[config.mk]
export PLATFORM = sky130hd
export DESIGN_NAME = smss_sbox_lane_engine
export DESIGN_NICKNAME = d
export VERILOG_FILES = /design/src/rtl/smss_sbox_lane_engine.sv
export SDC_FILE = /design/constraint.sdc
export NUM_CORES = 1
export LEC_CHECK = 0
export BUFFER_PORTS_ARGS = -buffer_cell sky130_fd_sc_hd__buf_4
export CORE_MARGIN = 1
export CORE_UTILIZATION = 50
export DETAILED_ROUTE_END_ITERATION = 6
export GPL_ROUTABILITY_DRIVEN = 0
export HOLD_SLACK_MARGIN = 0.12
export PLACE_DENSITY = 0.72
export SLEW_MARGIN = 25
export SYNTH_ARGS = -nofsm -noshare
export SYNTH_HDL_FRONTEND = slang
export SYNTH_SLANG_ARGS = --single-unit
[constraint.sdc]
create_clock -name clk -period 8.35 [get_ports clk]
set_input_delay 1.2525 -clock clk [delete_from_list [all_inputs] [get_ports clk]]
set_output_delay 1.2525 -clock clk [all_outputs]
set_load 0.02 [all_outputs]
[src/rtl/smss_sbox_lane_engine.sv]
// Lane-serial SMSS 6-bit power-map S-box engine: LPC lanes per cycle, N_LANES/LPC cycles per word.
// Optional macro SMSS_LANE_PARITY_EN adds a registered per-lane parity output (out_par).
module smss_sbox_lane_engine #(
    parameter int          N_LANES  = 4,
    parameter int          LPC      = 1,
    parameter logic [35:0] ISO_M    = 36'h867D71243,
    parameter logic [35:0] INV_M    = 36'hC34203E75,
    parameter logic [5:0]  LIN_MASK = 6'h14,
    parameter logic [5:0]  LIN_VEC  = 6'h3F
) (
    input  logic                   clk,
    input  logic                   rst,
    input  logic                   in_valid,
    output logic                   in_ready,
    input  logic [6*N_LANES-1:0]   in_data,
    output logic                   out_valid,
    input  logic                   out_ready,
    output logic [6*N_LANES-1:0]   out_data
`ifdef SMSS_LANE_PARITY_EN
    ,
    output logic [N_LANES-1:0]     out_par
`endif
);

    localparam int LPC_SAFE = (LPC < 1) ? 1 : LPC;
    localparam int BEATS    = N_LANES / LPC_SAFE;
    localparam int BW       = (BEATS > 1) ? $clog2(BEATS) : 1;

    generate
        if ((LPC < 1) || ((N_LANES % LPC_SAFE) != 0)) begin : g_bad_cfg
            $error("smss_sbox_lane_engine: LPC must be >= 1 and divide N_LANES");
        end
    endgenerate

    typedef enum logic [1:0] {
        IDLE,
        RUN,
        DONE
    } state_t;

    function automatic logic [5:0] linmap(input logic [35:0] m, input logic [5:0] v);
        logic [5:0] r;
        r = '0;
        for (int i = 0; i < 6; i++) begin
            r[i] = ^(v & m[6*i +: 6]);
        end
        return r;
    endfunction

    function automatic logic [2:0] gmul(input logic [2:0] a, input logic [2:0] b);
        logic [2:0] c;
        c[0] = (a[2] & b[2]) ^ (a[0] & b[1]) ^ (a[1] & b[0]) ^ (a[1] & b[2]) ^ (a[2] & b[1]);
        c[1] = (a[0] & b[0]) ^ (a[0] & b[2]) ^ (a[2] & b[0]) ^ (a[1] & b[2]) ^ (a[2] & b[1]);
        c[2] = (a[1] & b[1]) ^ (a[0] & b[1]) ^ (a[1] & b[0]) ^ (a[0] & b[2]) ^ (a[2] & b[0]);
        return c;
    endfunction

    function automatic logic [5:0] sbox(input logic [5:0] x);
        logic [5:0] z;
        logic [2:0] x0;
        logic [2:0] x1;
        logic [2:0] m;
        logic [2:0] u;
        logic [5:0] w;
        logic [5:0] p;
        z  = linmap(ISO_M, x);
        x0 = z[2:0];
        x1 = z[5:3];
        m  = gmul(x0, x1);
        // fourth power and square are bit rotations in this basis
        u  = {m[0], m[2], m[1]} ^ x0 ^ x1;
        w  = {gmul({x1[1], x1[0], x1[2]}, u), gmul({x0[1], x0[0], x0[2]}, u)};
        p  = linmap(INV_M, w);
        return (^(x & LIN_MASK)) ? (p ^ LIN_VEC) : p;
    endfunction

    state_t                 state_q, state_d;
    logic [BW-1:0]          beat_q, beat_d;
    logic [6*N_LANES-1:0]   src_q, src_d;
    logic [6*N_LANES-1:0]   res_q, res_d;
    logic [N_LANES-1:0]     par_q, par_d;
    logic [5:0]             sub;
    int                     lane;

    always_ff @(posedge clk) begin
        if (rst) begin
            state_q <= IDLE;
            beat_q  <= '0;
            src_q   <= '0;
            res_q   <= '0;
            par_q   <= '0;
        end else begin
            state_q <= state_d;
            beat_q  <= beat_d;
            src_q   <= src_d;
            res_q   <= res_d;
            par_q   <= par_d;
        end
    end

    always_comb begin
        state_d   = state_q;
        beat_d    = beat_q;
        src_d     = src_q;
        res_d     = res_q;
        par_d     = par_q;
        sub       = '0;
        lane      = 0;
        in_ready  = 1'b0;
        out_valid = 1'b0;
        case (state_q)
            IDLE: begin
                in_ready = ~rst;
                if (in_valid) begin
                    src_d   = in_data;
                    beat_d  = '0;
                    state_d = RUN;
                end
            end
            RUN: begin
                for (int j = 0; j < LPC_SAFE; j++) begin
                    lane                 = int'(beat_q) * LPC_SAFE + j;
                    sub                  = sbox(src_q[lane*6 +: 6]);
                    res_d[lane*6 +: 6]   = sub;
                    par_d[lane]          = ^sub;
                end
                beat_d = beat_q + 1'b1;
                if (beat_q == BW'(BEATS - 1)) begin
                    state_d = DONE;
                end
            end
            DONE: begin
                out_valid = 1'b1;
                if (out_ready) begin
                    state_d = IDLE;
                end
            end
            default: state_d = IDLE;
        endcase
    end

    assign out_data = res_q;

`ifdef SMSS_LANE_PARITY_EN
    assign out_par = par_q;
`else
    // parity register is kept but unobserved; it folds away in synthesis
    logic par_unused;
    assign par_unused = ^par_q;
`endif

endmodule

==> flow_results.org <==
** Layout
- Of the cells placed in the final design, the portion with a size suffix greater than 1 is 18.9%.
- Ant. Diodes :: 0
- Leaving out fill and tap cells, the most frequent cell in the layout is sky130_fd_sc_hd__nand2_1.
- At the end of the flow the core is filled with cells to 59.6%.
- The area growth from synthesis to layout is 14.5%.
- NumNets Final :: 480
- Leaving out fill and tap cells, the most frequent cells in the layout are sky130_fd_sc_hd__nand2_1 (79), sky130_fd_sc_hd__buf_4 (55), sky130_fd_sc_hd__dfxtp_1 (52).

** Setup path
- CP Cell Sequence :: mux4_1, nor3_1, nor3_1, xor2_1, nor2_1, a21oi_1, ha_1, xor2_1, o22ai_1, a32oi_1, nand4_1, xnor3_1, xnor2_2, mux2_2, a22oi_2, a211oi_2
- STA puts the critical path data required time at 8.52 ns.
- The worst setup path is launched from a flop.
- CP max-delay cell :: sky130_fd_sc_hd__mux4_1
- At the worst endpoint, the arrival time is 6.01 ns.
- The worst setup path is of the flop to flop kind.
- The critical path contains buffers and inverters numbering 0 combined.
- Worst setup EP type :: flop
- The largest single stage delay on the critical path is around 1.1 ns.
- Category of cells accounting for the largest share of critical-path delay :: multiplexers
- In this run the worst path has a maximum fanout of 23.

** Timing
- Based on the critical path, the design can be clocked at up to 0.172 GHz.
- Portion of the clock cycle consumed by the worst path in the final layout :: 69.8%
- Final hold violation count :: 0
- Clock Skews :: 0.00710 ns
- Max-slew violation count :: 0
- For the pin with the worst max-slew slack, the measured transition is ~0.88 ns.
- Worst setup margin :: 2.52 ns
- The clock period could shrink to between 5 and 6 ns.
- Setup violations remaining at the end of the flow were counted as 0.
- Total negative setup slack :: 0 ns
- Setup repair after global routing left no endpoint under its margin.
- In this run the tightest slew margin relative to its limit is 41.1%.

** CTS
- The clock passes through at most 2 buffers.
- Number of gates resized after cts :: 0
- The H-tree was split into 2 levels.
- Clock-pin slew was measured on the worst setup and hold paths at 0.10 ns.
- Number of sinks on the clock net :: 52
- CTS tree :: built
- In this run, CTS created clock tree buffers numbering 5.
- Master cell of the clock root buffer :: sky130_fd_sc_hd__clkbuf_8
- Post-CTS timing repair inserted 0 buffers for setup.
- Clock latency of the later-clocked register in the worst-skew pair :: roughly 0.30 ns
- In this run, post-CTS hold repair placed 0 buffers.

** Floorplan
- In this run the count of I/O pins placed on the die edge is 54.
- Initial core utilization :: 52.1%
- The floorplan step set the die width to 83.6 um.
- Core area :: 6390 um^2
- Die Y :: about 84 um
- Die ar. :: 6980 um^2
- Number of placement rows :: 29

** Synth
- Post-synthesis register bit count :: 52
- Mean instance size in the synthesized netlist :: 8.05 um^2
- Yosys printed 0 warnings.
- Share of the yosys chip area belonging to registers :: 31.3%
- Counting every net in the synthesized netlist gives 449.
- Most frequently used flop master after synthesis :: sky130_fd_sc_hd__dfxtp_1
- Synthesis instantiated 54 different standard cells from the library.
- Synthesis produced a netlist whose cell count is between 400 and 500.
- After synthesis the cells add up to 3330 um^2.
- Number of flops mapped to enable cells by yosys :: 0
- Proportion of synthesized flip-flops having asynchronous set or reset :: 0%

** Power
- Leakage power :: 1.47 nW
- Cell area power density :: 280 nW/um^2
- VDD IR-drop max :: 0.257 mV

** Detailed routing
- Initial drt markers :: approximately 220
- Wire per inst :: 14.4 um
- After detailed routing, the number of vias per cell comes to about 5.7.
- The detail route stage leaves a number of antenna-violating nets equal to 0.
- After detailed routing, the total wire length is 7.54 mm.
- Total vias in the final route :: 2989
- Initial DRT Pass Iterations :: 5
- DRC violations left :: 0

** Hold path
- The min-delay analysis places its worst path in the category flop to flop.

** Placement
- During placement, the flow inserted port buffers numbering 53.
- Timing analysis after detailed placement gives a worst setup slack of 2.56 ns.
- DPL Wire Length :: 5.38 mm

** Global route
- Via count of the first global-routing pass :: 2741
- For this run the aggregate overflow at the end of global routing stands at 0.
- Initial antenna violation count :: 0
- Largest net degree at the start of global routing :: 53
- Overall Global Routing Usage :: 22.6%
- The first global-routing pass estimated about 13 mm of wire.

** Run
- Across the run, the number of max-cap violations was 0.

** Run status
- The flow ran to the end, and the final reports show no timing, DRC or antenna violations.
[cells in the mapped netlist, types with 8 or more instances]
master | number | share of area (%)
sky130_fd_sc_hd__a21oi_1 | 46 | 6.9
sky130_fd_sc_hd__a22oi_1 | 11 | 2.5
sky130_fd_sc_hd__clkbuf_1 | 22 | 2.5
sky130_fd_sc_hd__dfxtp_1 | 52 | 31
sky130_fd_sc_hd__ha_1 | 8 | 3.0
sky130_fd_sc_hd__nand2_1 | 79 | 8.9
sky130_fd_sc_hd__nor2_1 | 34 | 3.8
sky130_fd_sc_hd__nor3_1 | 11 | 1.7
sky130_fd_sc_hd__o21ai_0 | 16 | 2.4
sky130_fd_sc_hd__xnor2_1 | 21 | 5.5
sky130_fd_sc_hd__xor2_1 | 13 | 3.4
[kinds of logic (layout without fill, tap and decap cells)]
logic type	count (synthesis)	in the layout	synth area share, %
multiplexers	17	17	7.71
AO/OA/AOI/OAI	107	107	20.5
XOR/XNOR	40	40	12.8
AND/OR/NAND/NOR	154	154	20.0
adder cells (fa/ha/maj)	8	8	3.01
flip-flops	52	52	31.3
buffers and inverters	35	67	4.70
[worst min-delay path, cell delays in order (launching register included)]
cell and delay [ns]:
sky130_fd_sc_hd__dfxtp_1 0.32, sky130_fd_sc_hd__nand2_1 0.05, sky130_fd_sc_hd__a21oi_1 0.05
[power by group]
group	switching, W	internal [W]	total [W]
logic	0.000372	0.000245	0.000617
registers	0.0000119	0.000263	0.000275
clock network	0.0000847	0.0000904	0.000175
[routing by layer]
layer  GRT usage [%]  wire length, um  vias up  share of wire [%]
met1            33.4             3620     1369                 48
met3            2.47              435        6                5.8
met4            4.47               64        0               0.85
met5               0                0        -                  0
li1                -                -     1512                  -
met2            36.0             3410      102                 45
[final timing paths]
kind                 end  slack, ns  cells after the start  startpoint
max          out_data[8]       2.52                     16   beat_q[1]
min             src_q[2]       0.46                      2    src_q[2]
max reg2reg  out_data[8]       2.52                     16   beat_q[1]
min reg2reg     src_q[2]       0.46                      2    src_q[2]
[layout make-up]
class	count	area, um^2
inverters	4	15.0
multi-input cells	326	2130
clock buffers	5	68.8
fillers	586	2580
flip-flops and latches	52	1040
repair buffers	55	413
clock inverters	3	46.3
well taps	77	96.3
[per-stage QoR]
stage / cells / cell area (um^2) / hold WS [ns] / power (W)
floorplan: 413 / 3330 / 0.432 / 0.000761
global placement: 514 / 3690 / 0.444 / 0.000878
detailed placement: 514 / 3690 / 0.449 / 0.000882
CTS: 522 / 3810 / 0.465 / 0.00106
global route: 522 / 3810 / 0.479 / 0.00114
finish: 522 / 3810 / 0.464 / 0.00107
[registers in the layout, summed over array words and instances, names as in the netlist]
signal,flops
beat_q,2
out_data,24
src_q,24
state_q,2
Power figures use the tool's default switching activity.
